File: src/rtl/serial_word_deserializer.sv
// rtl/serial_word_deserializer.sv - serial-to-parallel word receiver with valid/ready output and sticky overrun
module serial_word_deserializer #(
  parameter int WIDTH     = 4,
  parameter bit LSB_FIRST = 1'b1
) (
  input  logic                       clk,
  input  logic                       rst,
  input  logic                       serial_in,
  input  logic                       shift_en,
  input  logic                       sync,
  output logic [WIDTH-1:0]           data_out,
  output logic                       data_valid,
  input  logic                       data_ready,
  output logic                       overrun,
  input  logic                       overrun_clr,
  output logic [$clog2(WIDTH+1)-1:0] bit_count
);

  localparam int CW = $clog2(WIDTH+1);
  localparam logic [0:0] IDLE = 1'b0;
  localparam logic [0:0] RECV = 1'b1;

  logic [0:0]       state_q, state_d;
  logic [CW-1:0]    bit_count_q, bit_count_d;
  logic [WIDTH-1:0] sreg_q, sreg_d;
  logic [WIDTH-1:0] data_out_q, data_out_d;
  logic             data_valid_q, data_valid_d;
  logic             overrun_q, overrun_d;
  logic [WIDTH-1:0] shifted;
  logic             complete;
  logic             drop;

  always_comb begin
    if (LSB_FIRST) shifted = {serial_in, sreg_q[WIDTH-1:1]};
    else           shifted = {sreg_q[WIDTH-2:0], serial_in};
  end

  // Bit counting and word framing; sync restarts the frame, keeping the current bit if strobed.
  always_comb begin
    state_d     = state_q;
    bit_count_d = bit_count_q;
    sreg_d      = sreg_q;
    complete    = 1'b0;
    if (shift_en) begin
      sreg_d = shifted;
      if (sync || state_q == IDLE) begin
        bit_count_d = CW'(1);
        state_d     = RECV;
      end else if (bit_count_q == CW'(WIDTH-1)) begin
        complete    = 1'b1;
        bit_count_d = '0;
        state_d     = IDLE;
      end else begin
        bit_count_d = bit_count_q + CW'(1);
      end
    end else if (sync) begin
      bit_count_d = '0;
      state_d     = IDLE;
    end
  end

  // A completed word may replace the held one only if the slot is empty or being consumed this edge.
  always_comb begin
    data_out_d   = data_out_q;
    data_valid_d = data_valid_q;
    drop         = 1'b0;
    if (complete && (!data_valid_q || data_ready)) begin
      data_out_d   = shifted;
      data_valid_d = 1'b1;
    end else begin
      if (complete) drop = 1'b1;
      if (data_valid_q && data_ready) data_valid_d = 1'b0;
    end
    overrun_d = (overrun_q & ~overrun_clr) | drop;
  end

  always_ff @(posedge clk) begin
    if (rst) begin
      state_q      <= IDLE;
      bit_count_q  <= '0;
      sreg_q       <= '0;
      data_out_q   <= '0;
      data_valid_q <= 1'b0;
      overrun_q    <= 1'b0;
    end else begin
      state_q      <= state_d;
      bit_count_q  <= bit_count_d;
      sreg_q       <= sreg_d;
      data_out_q   <= data_out_d;
      data_valid_q <= data_valid_d;
      overrun_q    <= overrun_d;
    end
  end

  assign data_out   = data_out_q;
  assign data_valid = data_valid_q;
  assign overrun    = overrun_q;
  assign bit_count  = bit_count_q;

endmodule
File: config.mk
export PLATFORM = sky130hd
export DESIGN_NAME = serial_word_deserializer
export DESIGN_NICKNAME = d
export VERILOG_FILES = /design/src/rtl/serial_word_deserializer.sv
export SDC_FILE = /design/constraint.sdc
export NUM_CORES = 1
export LEC_CHECK = 0
export BUFFER_PORTS_ARGS = -buffer_cell sky130_fd_sc_hd__clkbuf_2
export CORE_AREA = 2 2 39 41
export CTS_CLUSTER_SIZE = 20
export DETAILED_ROUTE_END_ITERATION = 16
export DIE_AREA = 0 0 41 43
export PLACE_DENSITY = 0.66
export SETUP_SLACK_MARGIN = 0.4
export SLEW_MARGIN = 30
export SYNTH_ARGS = -nofsm -noshare
export SYNTH_HDL_FRONTEND = slang
export SYNTH_SLANG_ARGS = --single-unit
File: constraint.sdc
create_clock -name clk -period 2.4 [get_ports clk]
set_clock_uncertainty 0.05 [all_clocks]
set_input_delay 0.48 -clock clk [delete_from_list [all_inputs] [get_ports clk]]
set_output_delay 0.48 -clock clk [all_outputs]
set_load 0.02 [all_outputs]
### Word level (Yosys, flattened, before mapping)

Cells that the tools add are included.

| word-level totals | value |
|---|---|
| register bits | 14 |
| word-level logic and storage cells | 36 |

| cells by class | value |
|---|---|
| add/sub/neg operators | 1 |
| equality and inequality tests | 2 |
| bitwise gates (word level) | 4 |
| reductions and logical operators | 8 |
| muxes and demuxes | 15 |

Operators with widths:

| kind | number |
|---|---|
| two-way mux 3 bit | 4 |
| two-way mux 1 bit | 11 |
| nonzero test 2 bit | 2 |
| adder 3 x 1 -> 3 bit (second input constant) | 1 |
| == test 3 x 2 -> 1 bit (second input constant) | 1 |
| inequality test 3 x 1 -> 1 bit (second input constant) | 1 |
| logical AND 1 bit | 2 |
| logical OR 1 bit | 2 |
| inverter 1 bit | 2 |
| AND reduction 2 bit | 1 |
| bitwise AND 1 bit | 1 |
| zero test 1 bit | 1 |
| OR 1 bit | 1 |

### Longest topological paths before layout

Gate-level depths: netlist of the first run.

| depth | value |
|---|---|
| depth after elaboration | 7 |
| gate-level depth with buffers | 5 |
| depth with buffers taken out | 4 |

### Worst setup path before layout of the first run

No wires, ideal clock.

| timing path | value |
|---|---|
| kind | reg-to-reg |
| start | reg bit_count_q[0], in the netlist bit_count[0] |
| end | reg data_out_q[0], in the netlist data_out[0] |
| path slack | 1.007 ns |
| arrival | 1.272 ns |
| cell stages (with the launch flop) | 6 |
| clock period less this slack | 1.393 ns |
| cells stage by stage | dfxtp_1 > ha_1 > nor2b_2 > and4_4 > buf_6 > mux2i_1 |

| between the ends | value |
|---|---|
| longest elaborated chain between the ends | 5 |

RTL lines:

| what | line | text |
|---|---|---|
| start, declared | 24 | `logic [CW-1:0] bit_count_q, bit_count_d;` |
| start signal, assigned | 87 | `bit_count_q <= bit_count_d;` |
| == test 3 x 2 -> 1 bit | 49 | `end else if (bit_count_q == CW'(WIDTH-1)) begin` |
| two-way mux 1 bit | 49 |  |
| two-way mux 1 bit | 46 | `if (sync \|\| state_q == IDLE) begin` |
| two-way mux 1 bit | 44 | `if (shift_en) begin` |
| logical AND 1 bit | 67 | `if (complete && (!data_valid_q \|\| data_ready)) begin` |
| end signal, assigned | 89 | `data_out_q <= data_out_d;` |
| end, declared | 26 | `logic [WIDTH-1:0] data_out_q, data_out_d;` |

No other way between the ends.
A chain may end at the register's enable or synchronous reset.

### Worst setup path in the final report of the first run

| timing path | value |
|---|---|
| start | reg data_valid_q, in the netlist data_valid |
| end | out data_valid |

RTL lines:

| what | line | text |
|---|---|---|
| start, declared | 27 | `logic data_valid_q, data_valid_d;` |
| start signal, assigned | 90 | `data_valid_q <= data_valid_d;` |
| end, declared | 12 | `output logic data_valid,` |

No word-level cell between the ends.

==> impl_metrics.tcl, run 1 <==
set metrics [dict create \
    slowest_stage "dfxtp_1" \
    clockRootBuffer "clkbuf_4" \
    path_class "flip-flop to primary output" \
    slew_violations 0 \
    finalCritPeriodShare_pct 57.4 \
    pre_cts_slack_ns 1.06 \
    ir_drop_v 0.000292 \
    relSlewSlack_pct 84.7 \
    cp-startpoint "data_valid$_SDFFE_PP0P_" \
    end_kind "primary output" \
    wirelength_um 924 \
    fillCellCount 139 \
    cp_data_arrival_time_ns 0.85 \
    rsz0062_at_grt "false" \
    numCtsBuffers 3 \
    ys_seq_elements 13 \
    cp_max_fo 2 \
    avgViaCountPerCell 4.93 \
    dr.pass1.iters 4 \
    global_route.overflow_total 0 \
    reg2reg_depth 4 \
    hold_violations 0 \
    clock_path_buffers 2 \
    outcome "finished, final reports clean" \
    diodes 0 \
    via_count 434 \
    p_per_area_nw_per_um2 597 \
    drive_gt1_share_pct 31.9 \
    setup_violations 0 \
    grtUsageTotal_pct 13.2 \
    critical-path-max-stage-delay_ns 0.38 \
    ys.warnings.count 0 \
    cp_cell_sequence "clkbuf_2" \
    multi_input_area_um2 258 \
    syn_avg_cell_area_um2 9.83 \
    die_w_um 41 \
    area_growth_pct 18.2 \
    min_path_type "input pin to flip-flop" \
    num_io_pins 16 \
    dieArea_um2 1760 \
    leakage_nw 0.299 \
    tns_ns 0 \
    grt_max_degree 11 \
    finalCoreUtilization_pct 47.0 \
    grt_pass1_wl_mm 1.50 \
    crit_buf_inv 1 \
    worstPathRequired_ns 1.87 \
    rows 14 \
    core-area_um2 1380 \
    netlist_area_um2 551 \
    top_layer "met4" \
    cts_hold_buffers 0 \
    worstMarginPinSlew_ns 0.228 \
    ff_latch_area_um2 260 \
    htreeDepth 1 \
    cap_viol_max_count 0 \
    min_period_ns 1.38 \
    route.met2.wl_um 396 \
    startpoint_type "flip-flop" \
    syn_nets 64 \
    path_clk_slew_ns 0.08 \
    fin_ws_ns 1.02 \
    synth_cell_type_count 23 \
    worstReg2RegStart "bit_count[0]$_SDFFE_PP0P_" \
    numClockSinks 13 \
    portBuffers 15 \
    wl_met3_um 31 \
    drtIter0Drc 8 \
    min-delay-start "sync" \
    cts_tree "built" \
    grt_pass1_vias 361 \
    routedLengthMet1_um 449 \
    cts_resized 0 \
    antenna_left 0 \
    clock.fmax_mhz 726 \
    start_util_pct 39.8 \
    drc 0 \
    yosysSeqAreaShare_pct 47.3 \
    routedWlPerCell_um 10.5 \
    synthCells 56 \
    nNetsFinal 81 \
    place_hpwl_um 707 \
    worst_skew_pair.late_latency_ns 0.28 \
    die_y_um 43 \
    cp.depth 1 \
    path_delay_family "flip-flops" \
    postCtsSetupRepairBufs 0 \
    place_congestion 0.812 \
    antenna_found_initial 0 \
    hold_depth 2 \
]
==> synth_stat cells <==
master    count  area share [%]
a32o_1        1             1.8
nand2b_4      1             2.5
nor2b_4       1             2.5
nand3_1       1            0.91
a21oi_1       2             1.8
buf_6         1             2.0
and4_4        1             2.0
nand3b_1      1             1.4
nand2_1       8             5.5
buf_2         2             1.8
and3_1        1             1.1
o31ai_1       1             1.4
dfxtp_1      13              47
o211a_1       1             1.8
and3_2        1             1.4
mux2i_1       7              13
clkinv_1      1            0.68
nor3_1        1            0.91
inv_1         2             1.4
nor2_1        5             3.4
o21ai_0       2             1.8
nor2b_2       1             1.6
ha_1          1             2.3
==> per-stage QoR <==
| step | cell area [µm²] | instances | hold slack [ns] | power [mW] |
|---|---|---|---|---|
| 4_1_cts | 651 | 88 | 0.382 | 0.393 |
| 2_1_floorplan | 551 | 56 | 0.387 | 0.248 |
| 3_3_place_gp | 624 | 84 | 0.399 | 0.257 |
| 6_report | 651 | 88 | 0.382 | 0.389 |
| 5_1_grt | 651 | 88 | 0.385 | 0.408 |
| 3_5_place_dp | 624 | 84 | 0.401 | 0.257 |
==> layout by cell type, fill, tap and decap left out, types with 2 or more instances in the layout <==
cell type / Yosys / layout
mux2i_1: 7 / 7
clkbuf_2: 0 / 15
inv_1: 2 / 2
nand2_1: 8 / 8
nor2_1: 5 / 5
o21ai_0: 2 / 2
clkbuf_4: 0 / 3
a21oi_1: 2 / 2
dfxtp_1: 13 / 13
==> per-layer routing <==
layer / global-route usage, % / up-vias
li1: - / 222
met1: 17.8 / 196
met2: 16.3 / 11
met3: 1.57 / 5
met4: 14.0 / 0
met5: 0 / -
==> power by group <==
part | internal [mW] | switching (mW)
logic | 0.0128 | 0.0159
registers | 0.220 | 0.00328
clock network | 0.0646 | 0.0722
==> registers in the layout (all words and copies together) (netlist names) <==
signal      cells
data_valid      1
sreg_q          3
overrun         1
bit_count       3
state_q         1
data_out        4
==> path summary, 6_finish.rpt <==
check / end / slack [ns]
setup / recovery: data_valid / 1.02
hold reg to reg: data_out[1]$_SDFFE_PP0P_ / 0.42
setup reg to reg: data_out[0]$_SDFFE_PP0P_ / 1.08
hold / removal: bit_count[1]$_SDFFE_PP0P_ / 0.38
==> logic make-up after synthesis <==
logic type | after synthesis | synth area share (%)
adder cells (fa/ha/maj) | 1 | 2.27
multiplexers | 7 | 12.7
flip-flops | 13 | 47.3
AND/OR/NAND/NOR | 22 | 23.2
AO/OA/AOI/OAI | 7 | 8.64
buffers and inverters | 6 | 5.91
==> cell type report <==
cell class	instances	share of cell area (%)
clock buffer	4	4.04
inverter	3	1.73
sequential	13	40.0
multi-input combinational	37	39.6
tap	16	3.08
timing repair buffer	15	11.5
Note: power is estimated with default switching activity, not from simulation.
==> run 2: changes to the inputs <==
==> constraint.sdc (replaced) <==
create_clock -name clk -period 1.3 [get_ports clk]
set_clock_uncertainty 0.05 [all_clocks]
set_input_delay 0.26 -clock clk [delete_from_list [all_inputs] [get_ports clk]]
set_output_delay 0.26 -clock clk [all_outputs]
set_load 0.02 [all_outputs]
==> run 2 against run 1 <==
Net effect:
- sequential cell count is the same
- critical path depth is 3 higher
- sequential share of layout area fell by 5.6 points
- power increased by 87%
- routed wire length grew 21%
- worst setup slack worse by 0.94 ns
- critical endpoint is now data_out[2]$_SDFFE_PP0P_
- largest cell class is now multi-input gates
- highest routed layer unchanged
==> impl_metrics.tcl, run 2 (synthesized netlist as in run 1, its figures left out) <==
set metrics [dict create \
    place_congestion 0.811 \
    routedWlPerCell_um 12.0 \
    die_w_um 41 \
    area_growth_pct 46.6 \
    grt_max_degree 11 \
    rows 14 \
    min_path_type "input pin to flip-flop" \
    slew_violations 0 \
    cts_hold_buffers 0 \
    startpoint_type "flip-flop" \
    num_io_pins 16 \
    antenna_found_initial 0 \
    setup_violations 0 \
    hold_depth 2 \
    clockRootBuffer "clkbuf_4" \
    finalCritPeriodShare_pct 93.6 \
    slowest_stage "dfxtp_4" \
    rsz0062_at_grt "true" \
    worstReg2RegEnd "data_out[2]$_SDFFE_PP0P_" \
    avgViaCountPerCell 4.90 \
    final_cell_mix "nand2_1, mux2i_1, clkbuf_2, buf_8" \
    leakage_nw 0.348 \
    fin_hold_ws_ns 0.152 \
    grt_pass1_vias 416 \
    clock.fmax_mhz 822 \
    routedLengthMet1_um 530 \
    top_layer "met4" \
    reg2reg_slack_ns 0.08 \
    cp_cell_sequence "ha_4, nor2b_4, and4_4, mux2i_1" \
    worst_skew_pair.late_latency_ns 0.27 \
    core-area_um2 1380 \
    cp_data_arrival_time_ns 1.37 \
    p_per_area_nw_per_um2 899 \
    reg2reg_depth 4 \
    critical-path-max-stage-delay_ns 0.37 \
    cap_viol_max_count 0 \
    cts_tree "built" \
    dr.pass1.iters 2 \
    start_util_pct 39.8 \
    largest_reg_flops 4 \
    hold_violations 0 \
    clock_path_buffers 2 \
    wl_met3_um 46 \
    place_inst 85 \
    global_route.overflow_total 0 \
    worstMarginPinSlew_ns 0.242 \
    cp_max_fo 4 \
    place_hpwl_um 735 \
    antenna_left 0 \
    worstReg2RegStart "bit_count[1]$_SDFFE_PP0P_" \
    path_class "flip-flop to flip-flop" \
    dieArea_um2 1760 \
    tns_ns 0 \
    portBuffers 15 \
    wirelength_mm 1.12 \
    outcome "finished, final reports clean" \
    worstPathRequired_ns 1.45 \
    layout_commonest_cell "nand2_1" \
    route.met2.wl_um 523 \
    pre_cts_slack_ns 0.109 \
    die_y_um 43 \
    ir_drop_v 0.000444 \
    relSlewSlack_pct 83.8 \
    whs_endpoint "bit_count[1]$_SDFFE_PP0P_" \
    power_mw 0.725 \
    via_count 456 \
    end_kind "flip-flop" \
    htreeDepth 1 \
    path_clk_slew_ns 0.08 \
    fin_ws_ns 0.0829 \
    min_period_ns 1.22 \
    min-delay-start "sync" \
    instances_no_fill 93 \
    numCtsBuffers 3 \
    nNetsFinal 86 \
    drtIter0Drc 5 \
    drive_gt1_share_pct 50.6 \
    numClockSinks 13 \
    grtUsageTotal_pct 14.6 \
    diodes 0 \
    drc 0 \
    grt_pass1_wl_mm 1.70 \
]
## run 2: cell count changes in the layout (fill, tap and decap cells not counted), sizes merged
cell,previous run,this run
clkbuf,19,11
buf,0,13
## run 2: final cells by class
class                   count  area (µm²)
clock buffers               4        26.3
fillers                   127         577
inverters                   3        11.3
multi-input cells          37         284
flip-flops and latches     13         278
well taps                  16        20.0
repair buffers             20         188
## run 2: repair_timing
action | 4_1_cts | 5_1_grt
setup endpoints to repair | 19 | 19
pin swaps | 2 | 2
buffers inserted | 2 | 2
resized for setup | 22 | 10
## run 2: critical path: cells and delay by family (launching register included)
family        cells  cell delay (ns)
fa+ha+maj         1             0.13
simple gates      2             0.40
mux               1             0.19
flops             1             0.37
## run 2: how the worst max path moves through the flow
stage                              start                  endpoint  slack (ns)  cells past startpoint
6_report       bit_count[1]$_SDFFE_PP0P_  data_out[2]$_SDFFE_PP0P_        0.08                      4
5_1_grt        bit_count[1]$_SDFFE_PP0P_  data_out[0]$_SDFFE_PP0P_        0.03                      4
4_1_cts        bit_count[0]$_SDFFE_PP0P_  data_out[0]$_SDFFE_PP0P_        0.09                      4
3_5_place_dp   bit_count[1]$_SDFFE_PP0P_  data_out[0]$_SDFFE_PP0P_        0.11                      4
3_3_place_gp   bit_count[1]$_SDFFE_PP0P_  data_out[1]$_SDFFE_PP0P_        0.12                      4
2_1_floorplan  bit_count[1]$_SDFFE_PP0P_  data_out[0]$_SDFFE_PP0P_        0.07                      5
## run 2: power breakdown
| group | internal [mW] | total (mW) | switching, mW |
|---|---|---|---|
| sequential | 0.401 | 0.408 | 0.00672 |
| combinational | 0.0338 | 0.0682 | 0.0344 |
| clock | 0.119 | 0.249 | 0.130 |
| total | 0.554 | 0.725 | 0.171 |
## run 2: per-stage QoR
step	instance area, µm²	utilization (%)
floorplan	576	-
global placement	657	47.5
detailed placement	657	47.5
CTS	777	56.1
global route	807	58.3
finish	807	58.3
## run 2: routing by layer
| metal | vias to the layer above | global-route usage [%] |
|---|---|---|
| met5 | - | 0 |
| met4 | 0 | 8.00 |
| met3 | 4 | 6.28 |
| met2 | 9 | 19.7 |
| met1 | 211 | 19.0 |
| li1 | 232 | - |
